File: src/rtl/sort_pkg.sv
// Shared types and defaults for the sorter front end (state encoding, pad value, default sizes).
package sort_pkg;

  typedef enum logic [1:0] {
    FILL      = 2'd0,
    LAUNCH    = 2'd1,
    WAIT_DONE = 2'd2
  } state_t;

  localparam int unsigned N_DEF     = 6;
  localparam int unsigned WIDTH_DEF = 8;
  localparam int unsigned CNT_W     = $clog2(N_DEF + 1);
  localparam int unsigned PAD_MAX_W = 64;

  // All-ones word of the requested width, right-aligned in a PAD_MAX_W container.
  function automatic logic [PAD_MAX_W-1:0] pad_value(input int unsigned width);
    logic [PAD_MAX_W-1:0] v;
    v = '1;
    return v >> (PAD_MAX_W - width);
  endfunction

endpackage

File: src/rtl/sort_frame_loader.sv
// Assembles a valid/ready word stream into padded N-word frames and hands each to the sorter.
// Optional abort on a missing sort_done is enabled by defining SORT_TIMEOUT_EN.
module sort_frame_loader
  import sort_pkg::*;
#(
  parameter int unsigned N     = N_DEF,
  parameter int unsigned WIDTH = WIDTH_DEF
`ifdef SORT_TIMEOUT_EN
  ,
  parameter int unsigned TIMEOUT = 64
`endif
) (
  input  logic                         clk,
  input  logic                         rst,
  input  logic                         i_in_valid,
  input  logic [WIDTH-1:0]             i_in_data,
  input  logic                         i_in_last,
  output logic                         o_in_ready,
  output logic [WIDTH-1:0]             o_frame_data [N],
  output logic [$clog2(N+1)-1:0]       o_frame_len,
  output logic                         o_sort_start,
  input  logic                         i_sort_done,
  output logic                         o_busy,
  output logic                         o_timeout_err
);

  localparam int unsigned LEN_W = $clog2(N + 1);
  localparam logic [WIDTH-1:0] PAD = WIDTH'(pad_value(WIDTH));

  state_t           r_state;
  state_t           w_next_state;
  logic [LEN_W-1:0] r_cnt;
  logic [LEN_W-1:0] r_len;
  logic [WIDTH-1:0] r_frame [N];
  logic             r_start;
  logic             r_busy;
  logic             w_xfer;
  logic             w_close;
  logic             w_timeout;

`ifdef SORT_TIMEOUT_EN
  localparam int unsigned TO_W = $clog2(TIMEOUT + 1);

  logic [TO_W-1:0] r_to_cnt;
  logic            r_timeout_err;

  assign w_timeout = (r_state == WAIT_DONE) && !i_sort_done &&
                     (r_to_cnt == TO_W'(TIMEOUT - 1));

  // Watchdog: counts cycles spent in WAIT_DONE, restarted by LAUNCH.
  always_ff @(posedge clk or posedge rst) begin
    if (rst) begin
      r_to_cnt      <= '0;
      r_timeout_err <= 1'b0;
    end else begin
      if (r_state == LAUNCH) begin
        r_to_cnt <= '0;
      end else if (r_state == WAIT_DONE) begin
        r_to_cnt <= r_to_cnt + TO_W'(1);
      end
      if (w_timeout) begin
        r_timeout_err <= 1'b1;
      end
    end
  end

  assign o_timeout_err = r_timeout_err;
`else
  assign w_timeout     = 1'b0;
  assign o_timeout_err = 1'b0;
`endif

  // State register
  always_ff @(posedge clk or posedge rst) begin
    if (rst) begin
      r_state <= FILL;
    end else begin
      r_state <= w_next_state;
    end
  end

  // Next-state and handshake decode
  always_comb begin
    w_next_state = r_state;
    w_xfer       = 1'b0;
    w_close      = 1'b0;
    case (r_state)
      FILL: begin
        w_xfer  = i_in_valid;
        w_close = i_in_valid && (i_in_last || (r_cnt == LEN_W'(N - 1)));
        if (w_close) begin
          w_next_state = LAUNCH;
        end
      end
      LAUNCH: begin
        w_next_state = WAIT_DONE;
      end
      WAIT_DONE: begin
        if (i_sort_done || w_timeout) begin
          w_next_state = FILL;
        end
      end
      default: begin
        w_next_state = FILL;
      end
    endcase
  end

  // Frame storage, write index, length and sorter strobes
  always_ff @(posedge clk or posedge rst) begin
    if (rst) begin
      r_cnt   <= '0;
      r_len   <= '0;
      r_start <= 1'b0;
      r_busy  <= 1'b0;
      for (int i = 0; i < N; i++) begin
        r_frame[i] <= '0;
      end
    end else begin
      // LAUNCH is only entered from FILL, so this is a single-cycle pulse.
      r_start <= (w_next_state == LAUNCH);
      r_busy  <= (w_next_state != FILL);
      if (w_xfer) begin
        r_cnt <= r_cnt + LEN_W'(1);
      end else if ((r_state == WAIT_DONE) && (w_next_state == FILL)) begin
        r_cnt <= '0;
      end
      if (w_close) begin
        r_len <= r_cnt + LEN_W'(1);
      end
      // Pad slots beyond the closing beat with all ones so they sort to the tail.
      for (int i = 0; i < N; i++) begin
        if (w_xfer && (LEN_W'(i) == r_cnt)) begin
          r_frame[i] <= i_in_data;
        end else if (w_close && (LEN_W'(i) > r_cnt)) begin
          r_frame[i] <= PAD;
        end
      end
    end
  end

  assign o_in_ready   = (r_state == FILL);
  assign o_frame_data = r_frame;
  assign o_frame_len  = r_len;
  assign o_sort_start = r_start;
  assign o_busy       = r_busy;

endmodule

File: config.mk
export PLATFORM = sky130hd
export DESIGN_NAME = sort_frame_loader
export DESIGN_NICKNAME = d
export VERILOG_FILES = /design/src/rtl/sort_pkg.sv /design/src/rtl/sort_frame_loader.sv
export SDC_FILE = /design/constraint.sdc
export NUM_CORES = 1
export LEC_CHECK = 0
export CAP_MARGIN = 5
export CORE_MARGIN = 4
export CORE_UTILIZATION = 44
export CTS_BUF_LIST = sky130_fd_sc_hd__clkbuf_8
export DETAILED_ROUTE_END_ITERATION = 12
export HOLD_SLACK_MARGIN = 0.12
export PLACE_DENSITY_LB_ADDON = 0.12
export SYNTH_ARGS = -nofsm -noshare
export SYNTH_HDL_FRONTEND = slang
export SYNTH_SLANG_ARGS = --single-unit
File: constraint.sdc
create_clock -name clk -period 2.2 [get_ports clk]
set_input_delay 0.66 -clock clk [delete_from_list [all_inputs] [get_ports clk]]
set_output_delay 0.66 -clock clk [all_outputs]
set_load 0.1 [all_outputs]
==> results.py <==
metrics = {
    "die": {
        "die_h_um": 81.0,
        "chipWidth_um": 81.0,
        "boundaryPins": 68,
        "core_um2": 5140,
        "start_util_pct": 45.6,
        "rows": 26,
        "die_area_um2": 6560,
    },
    "routing": {
        "wirelength_um": 5530,
        "post_drt_wl_per_cell_um": 16.8,
        "viasPerCell": 5.27,
        "via_count": 1740,
        "drc": 0,
        "drtIter0Drc": 45,
        "postRouteAntennaNets": 0,
        "first_pass_iters": 4,
    },
    "synthesis": {
        "syn_avg_cell_area_um2": 13.6,
        "synth_cells": 173,
        "ys_ff_latch": 58,
        "ys.flop_type": "dfrtp_1",
        "synth_area_leaders": "dfrtp_1 62%, o22a_1 18%, ha_1 1.6%",
        "synth_top_cell_by_area": "dfrtp_1",
        "ys_warn_count": 0,
        "syn_area_um2": 2350,
        "synth_edf_count": 0,
        "yosys.cell_count.top_type": "dfrtp_1",
        "yosys-top-cells-count": "58 x dfrtp_1, 48 x o22a_1, 7 x nand2_1, 6 x a21oi_1, 5 x nor2_1",
        "mappedNetlistNets": 189,
        "yosysTopAreaCellShare_pct": 61.9,
        "ys_types": 35,
        "async_reset_ff_share_pct": 100,
        "yosysSeqAreaShare_pct": 61.9,
    },
    "clock_tree": {
        "cts-root-buf": "clkbuf_8",
        "postCtsResizedCells": 0,
        "cts_hold_buf": 0,
        "post_cts_buffers": 0,
        "cts_sinks": 58,
        "clockBufferDepth": 2,
        "clk_pin_slew_ns": 0.05,
        "htreeDepth": 3,
        "insertion_delay_ns": 0.33,
        "numCtsBuffers": 9,
        "cts_tree": "done",
    },
    "min_path": {
        "hold_path.class": "reg2reg",
    },
    "timing": {
        "setup_viol": 0,
        "finalMaxSlewViolations": 0,
        "worst_pin_slew_ns": 0.520,
        "clock.fmax_mhz": 506,
        "slew_headroom_pct": 65.4,
        "grt_setup_unrepaired": "no",
        "hold_viol": 0,
        "skew_ns": 0.00575,
        "post-route-min-period_ns": 1.98,
        "fin_crit_sh_pct": 89.8,
    },
    "finish": {
        "drive_above_1_share_pct": 38.8,
        "final_core_util_pct": 63.0,
        "syn2layout_area_growth_pct": 37.9,
        "n_antenna_cell": 0,
        "nets": 275,
    },
    "global_routing": {
        "grt_max_degree": 31,
        "grt_usage_pct": 18.9,
        "grt_pass1_vias": 1776,
        "grt_pass1_wl_um": 9090,
        "grt_overflow": 0,
        "antenna_found_initial": 0,
    },
    "flow_run": {
        "drv_cap": 0,
    },
    "setup_path": {
        "cp_max_fo": 5,
        "reg2reg_slack_ns": 0.54,
        "worstSetupPathType": "in2reg",
        "critPathCaptureType": "register",
        "cp.arrival_ns": 2.18,
        "start_kind": "primary input",
        "crit_required_ns": 2.41,
    },
    "place": {
        "io_buffers": 66,
        "gp_congestion": 0.782,
        "dp_hpwl_um": 4060,
    },
    "run_status": {
        "status": "complete, no violations",
    },
}
state kept, by name, summed over array words and instances, names as in the netlist:
| name | count |
|---|---|
| r_state | 2 |
| o_sort_start | 1 |
| o_frame_len | 3 |
| o_frame_data | 48 |
| r_cnt | 3 |
| o_busy | 1 |
kinds of logic after synthesis:
logic type / share of synthesized area (%)
buffers and inverters: 2.61
AND/OR/NAND/NOR: 9.60
multiplexers: 1.39
other: 0.160
adder cells (fa/ha/maj): 1.60
flip-flops: 61.9
AO/OA/AOI/OAI: 22.8
routing by layer:
layer  GRT usage [%]  wire (µm)  share of wire [%]
met1            25.8       2600                 47
met2            27.3       2500                 45
met3            7.98        342                6.2
met4            6.08         86                1.6
met5               0          0                  0
critical path, stage by stage:
cell	delay [ns]
clkdlybuf4s50_1	0.51
nor3b_4	0.31
nand4_1	0.16
nand2_1	0.19
mux2_2	0.35
final cells by class:
cell class / count / area, µm²
fill: 433 / 1900
sequential: 58 / 1450
multi-input combinational: 103 / 836
timing repair buffer: 82 / 696
clock buffer: 10 / 138
tap: 70 / 87.6
inverter: 5 / 18.8
clock inverter: 2 / 8.76
cells in the final DEF (no fill, tap or decap), types with 2 or more instances in the layout:
cell type,instances
buf_4,66
dfrtp_1,58
o22a_1,48
clkdlybuf4s50_1,12
clkbuf_8,10
nand2_1,7
a21oi_1,6
nor2_2,5
inv_1,4
nor2_1,4
buf_12,4
nand2_2,3
o22ai_1,3
ha_1,3
inv_2,2
nand3_1,2
nand3_4,2
o21ai_0,2
mux2_2,2
per-stage QoR:
stage / instance area (µm²) / setup TNS (ns) / hold slack [ns] / worst slack [ns] / std cells
floorplan: 2350 / 0 / 0.526 / 0.112 / 173
global placement: 3090 / -1.71 / 0.471 / -0.0638 / 318
detailed placement: 3090 / -2.79 / 0.479 / -0.0991 / 318
CTS: 3240 / 0 / 0.494 / 0.241 / 330
global route: 3240 / 0 / 0.512 / 0.166 / 330
finish: 3240 / 0 / 0.489 / 0.224 / 330
path summary, 6_finish.rpt:
kind / end / startpoint / depth (start not counted)
max: o_frame_len[1] / i_in_valid / 5
min: o_frame_data[19] / o_frame_data[19] / 1
max reg2reg: o_frame_len[1] / r_state[1] / 4
min reg2reg: o_frame_data[19] / o_frame_data[19] / 1
max in group asynchronous: o_sort_start / rst / 3
min in group asynchronous: o_frame_data[25] / rst / 2
Power is left out: the tool's default activity adds up to more than one toggle a clock period on the data nets, which glitch-free logic cannot reach.
